$ cat src/rtl/ibex_instr_bus_arbiter.sv
// ibex_instr_bus_arbiter: shares one instruction memory port between two
// fetch requesters (A = prefetch buffer, B = secondary fetch agent).
// Round-robin select with request locking. An in-order owner queue steers
// each response back to the requester that issued it.
// Optional: define IBEX_INSTR_ARB_STALL_CNT_EN to get per-requester
// saturating stall counters. Otherwise the counter outputs are tied to 0.
module ibex_instr_bus_arbiter #(
   parameter int unsigned NUM_OUTSTANDING = 2
) (
   input  logic        clk_i,
   input  logic        rst_i,
   input  logic        a_req_i,
   input  logic [31:0] a_addr_i,
   output logic        a_gnt_o,
   output logic        a_rvalid_o,
   output logic [31:0] a_rdata_o,
   output logic        a_err_o,
   input  logic        b_req_i,
   input  logic [31:0] b_addr_i,
   output logic        b_gnt_o,
   output logic        b_rvalid_o,
   output logic [31:0] b_rdata_o,
   output logic        b_err_o,
   output logic        mem_req_o,
   output logic [31:0] mem_addr_o,
   input  logic        mem_gnt_i,
   input  logic        mem_rvalid_i,
   input  logic [31:0] mem_rdata_i,
   input  logic        mem_err_i,
   output logic        busy_o,
   output logic [15:0] a_stall_cnt_o,
   output logic [15:0] b_stall_cnt_o
);

   localparam int unsigned PTR_W = (NUM_OUTSTANDING > 1) ? $clog2(NUM_OUTSTANDING) : 1;
   localparam int unsigned CNT_W = $clog2(NUM_OUTSTANDING + 1);

   typedef enum logic [1:0] {
      UNLOCKED = 2'd0,
      LOCKED_A = 2'd1,
      LOCKED_B = 2'd2
   } lock_e;

   lock_e                      lock_q, lock_d;
   logic                       rr_b_q;     // 1: B wins a tie
   logic [NUM_OUTSTANDING-1:0] owner_q;    // 1: entry belongs to B
   logic [PTR_W-1:0]           wr_ptr_q, rd_ptr_q;
   logic [CNT_W-1:0]           cnt_q;

   logic        full, empty, push, pop;
   logic        sel_b, sel_req, head_b, rsp_vld;
   logic [31:0] sel_addr;
   logic [1:0]  unused_addr_lsbs;

   function automatic logic [PTR_W-1:0] ptr_inc(input logic [PTR_W-1:0] p);
      return (p == PTR_W'(NUM_OUTSTANDING - 1)) ? '0 : p + 1'b1;
   endfunction

   assign full  = (cnt_q == CNT_W'(NUM_OUTSTANDING));
   assign empty = (cnt_q == '0);

   // Requester select, grant fan-out and lock next-state
   always_comb begin
      sel_b   = 1'b0;
      sel_req = 1'b0;
      lock_d  = lock_q;
      case (lock_q)
         LOCKED_A: begin
            sel_b   = 1'b0;
            sel_req = a_req_i;
         end
         LOCKED_B: begin
            sel_b   = 1'b1;
            sel_req = b_req_i;
         end
         default: begin
            sel_b   = (a_req_i & b_req_i) ? rr_b_q : b_req_i;
            sel_req = a_req_i | b_req_i;
         end
      endcase

      // Full blocks requests outright; a same-cycle pop does not reopen it
      mem_req_o = sel_req & ~full;
      sel_addr  = sel_b ? b_addr_i : a_addr_i;
      a_gnt_o   = mem_gnt_i & mem_req_o & ~sel_b;
      b_gnt_o   = mem_gnt_i & mem_req_o &  sel_b;

      // A dropped request while locked releases the lock (protocol error)
      case (lock_q)
         UNLOCKED: if (mem_req_o && !mem_gnt_i) lock_d = sel_b ? LOCKED_B : LOCKED_A;
         LOCKED_A: if (a_gnt_o || !a_req_i)     lock_d = UNLOCKED;
         LOCKED_B: if (b_gnt_o || !b_req_i)     lock_d = UNLOCKED;
         default:                               lock_d = UNLOCKED;
      endcase
   end

   assign mem_addr_o       = {sel_addr[31:2], 2'b00};
   assign unused_addr_lsbs = sel_addr[1:0];

   assign push    = mem_req_o & mem_gnt_i;
   assign pop     = mem_rvalid_i & ~empty;
   assign head_b  = owner_q[rd_ptr_q];
   assign rsp_vld = pop;

   // Lock state and round-robin pointer (last granted gets low priority)
   always_ff @(posedge clk_i) begin
      if (rst_i) begin
         lock_q <= UNLOCKED;
         rr_b_q <= 1'b0;
      end else begin
         lock_q <= lock_d;
         if (push) rr_b_q <= ~sel_b;
      end
   end

   // Owner queue: push owner on grant, pop on response
   always_ff @(posedge clk_i) begin
      if (rst_i) begin
         owner_q  <= '0;
         wr_ptr_q <= '0;
         rd_ptr_q <= '0;
         cnt_q    <= '0;
      end else begin
         if (push) begin
            owner_q[wr_ptr_q] <= sel_b;
            wr_ptr_q          <= ptr_inc(wr_ptr_q);
         end
         if (pop) rd_ptr_q <= ptr_inc(rd_ptr_q);
         case ({push, pop})
            2'b10:   cnt_q <= cnt_q + CNT_W'(1);
            2'b01:   cnt_q <= cnt_q - CNT_W'(1);
            default: cnt_q <= cnt_q;
         endcase
      end
   end

   // Response routing; stale responses (empty queue) are dropped
   assign a_rvalid_o = rsp_vld & ~head_b;
   assign b_rvalid_o = rsp_vld &  head_b;
   assign a_rdata_o  = a_rvalid_o ? mem_rdata_i : 32'h0;
   assign b_rdata_o  = b_rvalid_o ? mem_rdata_i : 32'h0;
   assign a_err_o    = a_rvalid_o & mem_err_i;
   assign b_err_o    = b_rvalid_o & mem_err_i;

   assign busy_o = mem_req_o | ~empty;

`ifdef IBEX_INSTR_ARB_STALL_CNT_EN
   logic [15:0] a_stall_q, b_stall_q;

   // Saturating count of cycles a requester waits without a grant
   always_ff @(posedge clk_i) begin
      if (rst_i) begin
         a_stall_q <= 16'h0;
         b_stall_q <= 16'h0;
      end else begin
         if (a_req_i && !a_gnt_o && a_stall_q != 16'hFFFF) a_stall_q <= a_stall_q + 16'd1;
         if (b_req_i && !b_gnt_o && b_stall_q != 16'hFFFF) b_stall_q <= b_stall_q + 16'd1;
      end
   end

   assign a_stall_cnt_o = a_stall_q;
   assign b_stall_cnt_o = b_stall_q;
`else
   assign a_stall_cnt_o = 16'h0;
   assign b_stall_cnt_o = 16'h0;
`endif

`ifndef SYNTHESIS
   // Simulation-only protocol monitors
   always_ff @(posedge clk_i) begin
      if (!rst_i) begin
         assert (!((lock_q == LOCKED_A && !a_req_i) || (lock_q == LOCKED_B && !b_req_i)))
            else $error("requester dropped req while locked");
         if (mem_rvalid_i && empty) $warning("rvalid with empty owner queue dropped");
      end
   end
`endif

endmodule

$ cat config.mk
export PLATFORM = sky130hd
export DESIGN_NAME = ibex_instr_bus_arbiter
export DESIGN_NICKNAME = d
export VERILOG_FILES = /design/src/rtl/ibex_instr_bus_arbiter.sv
export SDC_FILE = /design/constraint.sdc
export NUM_CORES = 1
export LEC_CHECK = 0
export BUFFER_PORTS_ARGS = -buffer_cell sky130_fd_sc_hd__clkbuf_2
export CAP_MARGIN = 40
export CORE_AREA = 2 2 93 95
export CTS_CLUSTER_SIZE = 28
export DETAILED_ROUTE_END_ITERATION = 6
export DIE_AREA = 0 0 95 97
export GPL_TIMING_DRIVEN = 0
export SETUP_SLACK_MARGIN = 0.05
export SLEW_MARGIN = 0
export SYNTH_ARGS = -nofsm -noshare
export SYNTH_HDL_FRONTEND = slang
export SYNTH_SLANG_ARGS = --single-unit
$ cat constraint.sdc
create_clock -name clk_i -period 3.2 [get_ports clk_i]
set_input_delay 0.16 -clock clk_i [delete_from_list [all_inputs] [get_ports clk_i]]
set_output_delay 0.16 -clock clk_i [all_outputs]
set_load 0.02 [all_outputs]
; ---- Word-level counts from Yosys, hierarchy flattened
; Cells that the tools add are included.
[word_totals]
reg_bits = 9
latchBits = 0
ram_bits = 0
mem_bits_ro = 0
input_bits = 103
out_inout_bits = 136
wordCells = 67
n_memories = 0
[op_classes]
n_addsub = 4
multipliers = 0
div_mod_pow = 0
n_lt_le_gt_ge = 3
eq_ne = 8
n_shift = 0
muxes = 19
bitwise = 16
reduce_logical = 11
[op_table]
columns = cell, count
row1 = two-way mux 32 bit, 3
row2 = AND 1 bit, 10
row3 = two-way mux 2 bit, 4
row4 = equality test 2 bit (second input constant), 3
row5 = two-way mux 1 bit, 6
row6 = != test 2 bit (second input constant), 3
row7 = case mux 2 bit (3 select lines), 1
row8 = equality test 2 x 1 -> 1 bit (second input constant), 2
row9 = logical NOT 2 bit, 2
row10 = less-than comparator 1 x 2 -> 1 bit (second input constant), 2
row11 = NOT 1 bit, 4
row12 = case mux 1 bit (2 select lines), 2
row13 = case mux 2 bit (2 select lines), 1
row14 = logical NOT 1 bit, 3
row15 = AND reduction 3 bit, 1
row16 = adder 1 bit (second input constant), 2
row17 = adder 2 x 1 -> 2 bit (second input constant), 1
row18 = bitwise mux 2 bit, 1
row19 = logical AND 1 bit, 2
row20 = logical OR 1 bit, 2
row21 = bitwise OR 1 bit, 2
row22 = nonzero test 2 bit, 1
row23 = subtractor 2 x 1 -> 2 bit (second input constant), 1
row24 = demux 1 bit (select 1 bit), 1
row25 = greater-or-equal comparator 1 bit (second input constant), 1

; ---- Longest topological paths before layout
[depth]
word_depth = 8
mapped_depth = 9
ltp_nobuf = 8

; ---- Worst setup path before layout
; Ideal clock, no wire load.
[synth_timing]
path_type = register -> register
from = register lock_q[0]
to = register cnt_q[1]
setup_time_ps = 71
arrival_ps = 2110
required_ps = 3129
slack_ps = 1019
stages_incl_launch_ff = 9
n_path_buf = 1
synth_period_minus_slack_ps = 2181
cell_sequence = dfxtp_1 inv_1 ha_1 buf_6 or3_4 o2111ai_4 ha_1 or3_1 a21oi_1
[synth_between]
elab_chain_cells = 6
word_cells_on_any_way = 9
classes_between = eq/ne: 4 / mux: 2 / bitwise: 2 / reduce/logical: 1
[synth_lines]
columns = item, line
row1 = from (decl), 44  ; lock_e lock_q, lock_d;
row2 = from (signal assigned), 111  ; lock_q <= lock_d;
row3 = equality test 2 bit / equality test 2 x 1 -> 1 bit (equally long branches), 67  ; case (lock_q)
row4 = case mux 1 bit (2 select lines) (*), 67
row5 = AND 1 bit (*), 83  ; mem_req_o = sel_req & ~full;
row6 = AND 1 bit (*), 100  ; assign push = mem_req_o & mem_gnt_i;
row7 = equality test 2 x 1 -> 1 bit / equality test 2 bit (equally long branches), 129  ; case ({push, pop})
row8 = case mux 2 bit (2 select lines) / nonzero test 2 bit (equally long branches), --
row9 = to (signal assigned), 130  ; 2'b10: cnt_q <= cnt_q + CNT_W'(1);
row10 = to (signal assigned), 131  ; 2'b01: cnt_q <= cnt_q - CNT_W'(1);
row11 = to (signal assigned), 132  ; default: cnt_q <= cnt_q;
row12 = to (decl), 48  ; logic [CNT_W-1:0] cnt_q;
; Every way passes the cells marked *; elsewhere a longest branch is shown, timed or not.
; A chain may end at the register's enable or synchronous reset.

; ---- Final worst setup path
; Same ends and word-level chain as after synthesis.

==> summary by stage <==
Outcome
The run finished with clean final reports.

Floorplanning
The floorplan die area is 9215 um2. The horizontal extent of the die is around 95 um. The region available for standard cell placement spans between 8000 and 9000 um2. The initial utilization of the core area, before any placement, comes to between 20% and 30%.

about 240 I/O pins were placed. In this run the core area contains 33 standard-cell rows. The chip height is around 97 um.

Pwr
Summed over all nets, the switching power comes to just over 900 uW. Combinational cells account for 80.9% of the total power. The leakage power figure is between 0.0015 and 0.002 uW. The internal cell power is about 740 uW. The power density of the placed cells is ~550 nW/um2. Per report_power, the sequential group accounts for between 10% and 20% of the total. Across the VDD grid, the largest voltage drop is roughly 0.00027 V.

The net switching share of the total power is between 50% and 60%. Of the total power, the clock network draws between 7 and 8%.

Clock tree
The clock drives 9 sinks. After clock tree synthesis, the flow added hold-fix buffers numbering 0. For the worst-skew pair, the clock arrives at the later sink with an insertion delay of ~0.23 ns.

In this run the deepest clock path goes through 2 buffers. The cell at the root of the clock tree is clkbuf_8. The post-CTS setup buffer count is 0. CTS built an H-tree with a depth of 1. TritonCTS built the clock tree. Counting the buffers created by CTS gives 3. The number of resized instances in the post-cts repair step is 0.

The clock-pin slew on the worst setup and hold paths is ~0.040 ns.

Placed design
The final RePlAce weighted congestion is ~0.8. The setup slack at placement is 0.8944 ns. Summed over all nets, the half-perimeter wirelength after detailed placement is 5600 um. Port buffering added 200 buffers.

Critical path
The maximum fanout along the worst path is 9. The kind of start point of the critical path is a register. The number of buffers and inverters on the critical path is 2. For this run, the slowest stage of the critical path takes 0.37 ns. In this design, the largest share of critical-path delay is due to simple AND/OR/NAND/NOR gates.

The worst setup path is captured at a register. The most used cell along the critical path is ha_1. The path type of the worst setup path is register to register.

The arrival time of data at the critical path endpoint is between 2 and 2.5 ns. The signal on the critical path passes through inv_1 > ha_1 > buf_6 > or3_4 > o2111ai_4 > ha_1 > or3_1 > a21oi_1. The endpoint required time on the critical path is between 3 and 4 ns. The slowest stage of the critical path is the or3_1 cell.

Timing
The max-slew violation count was 0. Clock skew on the completed layout was measured at 0.0006991 ns. Setup repair after global routing left no endpoint under its margin. The number of hold violations in the final report is 0. The final setup violation count is 0. Hold is met by between 0.2 and 0.3 ns.

Summed over all failing endpoints, the final setup total negative slack is 0 ns. The final critical-path share of the clock period is a little under three quarters. Derived from the worst setup path, the maximum achievable clock frequency is 0.4373 GHz.

The setup slack after layout is between 0.9 and 1 ns. The shortest clock period the worst path allows after layout is approximately 2.3 ns.

GRT
The first global-routing pass estimated 9991 um of wire. The via count of the first global-routing pass is approximately 2200. For this run, the total global-route usage over all layers was measured as 12.99%. For this run the aggregate overflow at the end of global routing stands at 0. The number of antenna violations at the first check in global routing is 0. The pin count of the biggest net entering global routing is 11.

Drt
The remaining antenna violation count is 0. In the routed design, unresolved DRC markers number 0. The first detailed-routing pass ran for 4 iterations. For this block, the initial DRC count from the detailed router was 80. The detailed-route via count is between 2000 and 2500. The total length of routed met2 wires is about 3200 um. The average wire per cell in the routed design is about 10 um. The highest layer touched by signal routing is met4. The number of vias per cell is about 3.9. For this block, wires on met1 add up to ~2600 um.

The met3 wire length is ~370 um. The sum of routed wire length over all layers is between 6000 and 7000 um.

Synth
The proportion of synthesized chip area in sequential cells is roughly a tenth. For this run, the number of Yosys warnings is 0. The mean area per synthesized cell is ~6.3 um2. After technology mapping, the gate count stands at 273. The post-synth design cell area is 1724 um2.

Yosys mapped a number of flops with a built-in enable equal to 0. The number of unique standard cell types used by synthesis is 37. The synthesized design contains 9 register bits.

After synthesis, the share of flip-flops with an asynchronous set or reset is 0%. The most used flip-flop cell after synthesis is dfxtp_1.

Finish
The layout has 854 filler cells. The fraction of layout cells with a size suffix above 1 is 50.39%. The area added between synthesis and finish is 75.47%. The number of nets in the finished design is 619. The antenna diode count is 0.

Worst hold path
The tightest min-delay check is of the input pin to register type.

Job
Across the run, the number of max-cap violations was 0.
per-layer routing:
layer	vias to the layer above	track usage (%)
met1	1034	15.94
met3	12	1.636
met2	89	23.40
met5	-	0
li1	1260	-
met4	0	3.456
Yosys cell counts, types with 2 or more instances:
master | instances | area share (%)
nand2b_1 | 2 | 0.73
clkbuf_1 | 5 | 1.1
buf_2 | 8 | 2.3
nor2_1 | 8 | 1.7
dfxtp_1 | 9 | 10
inv_1 | 5 | 1.1
xor2_1 | 3 | 1.5
o32ai_1 | 2 | 1.0
o21ai_0 | 2 | 0.58
a22o_1 | 2 | 1.0
a22oi_2 | 2 | 1.5
ha_1 | 5 | 3.6
nor3_1 | 3 | 0.87
and2_1 | 67 | 24
nor2b_1 | 3 | 1.1
mux2i_1 | 2 | 1.2
buf_6 | 2 | 1.3
nand2_1 | 91 | 20
buf_4 | 34 | 15
worst paths after layout:
kind	slack [ns]	endpoint	startpoint	cells after the start
setup / recovery	0.91	cnt_q[1]$_SDFFE_PP0P_	lock_q[0]$_SDFFE_PP0P_	8
hold reg to reg	0.50	rr_b_q$_SDFFE_PP0N_	rr_b_q$_SDFFE_PP0N_	2
setup reg to reg	0.91	cnt_q[1]$_SDFFE_PP0P_	lock_q[0]$_SDFFE_PP0P_	8
hold / removal	0.28	lock_q[0]$_SDFFE_PP0P_	rst_i	3
flip-flops by register name (all words and copies together) (netlist names):
signal,count
cnt_q,2
lock_q,2
owner_q,2
rd_ptr_q,1
rr_b_q,1
wr_ptr_q,1
power groups by stage:
stage	clock network [uW]	registers [uW]	logic, uW
6_report	127	188	1340
5_1_grt	143	195	1480
4_1_cts	134	189	1350
3_5_place_dp	0	190	1350
3_3_place_gp	0	189	1330
2_1_floorplan	0	182	947
worst reg2reg max path, delay by kind of cell (launching register included):
| kind | cells | cell delay [ns] |
|---|---|---|
| flops | 1 | 0.32 |
| compound gates | 2 | 0.32 |
| fa+ha+maj | 2 | 0.63 |
| buf+inv | 2 | 0.22 |
| simple gates | 2 | 0.72 |
final cells by class:
class | instances | area [um2] | area share [%]
Buffer | 49 | 336.6 | 11.12
Clock buffer | 4 | 45.04 | 1.489
Inverter | 5 | 18.77 | 0.6203
Multi-Input combinational cell | 243 | 1313 | 43.38
Sequential cell | 9 | 180.2 | 5.955
Tap cell | 105 | 131.4 | 4.342
Timing Repair Buffer | 200 | 1001 | 33.09
through the flow:
| stage | instance area, um2 | power, uW | instances | util (%) |
|---|---|---|---|---|
| final | 3025 | 1654 | 615 | 37.19 |
| after global routing | 3025 | 1816 | 615 | 37.19 |
| after CTS | 3025 | 1673 | 615 | 37.19 |
| after floorplan | 1848 | 1129 | 306 | - |
| after detailed placement | 2980 | 1536 | 611 | 36.64 |
| after global placement | 2980 | 1522 | 611 | 36.64 |
placed cells by master (no fill, tap or decap), types with 2 or more instances in the layout:
master    count
a22o_1        2
a22oi_2       2
and2_1       67
buf_2         8
buf_4        34
buf_6         2
clkbuf_1      6
clkbuf_2    200
clkbuf_8      3
conb_1       34
dfxtp_1       9
ha_1          5
inv_1         5
mux2i_1       2
nand2_1      91
nand2b_1      2
nor2_1        8
nor2b_1       3
nor3_1        3
o21ai_0       2
o32ai_1       2
xor2_1        3
logic make-up after synthesis:
logic type	after synthesis	synth area share [%]
flops	9	10.45
simple gates	181	52.25
mux	2	1.161
buf+inv	54	20.61
compound gates	17	9.652
other cells	1	0.2175
xor+xnor	4	2.032
fa+ha+maj	5	3.628
Note: power is estimated with default switching activity, not from simulation.
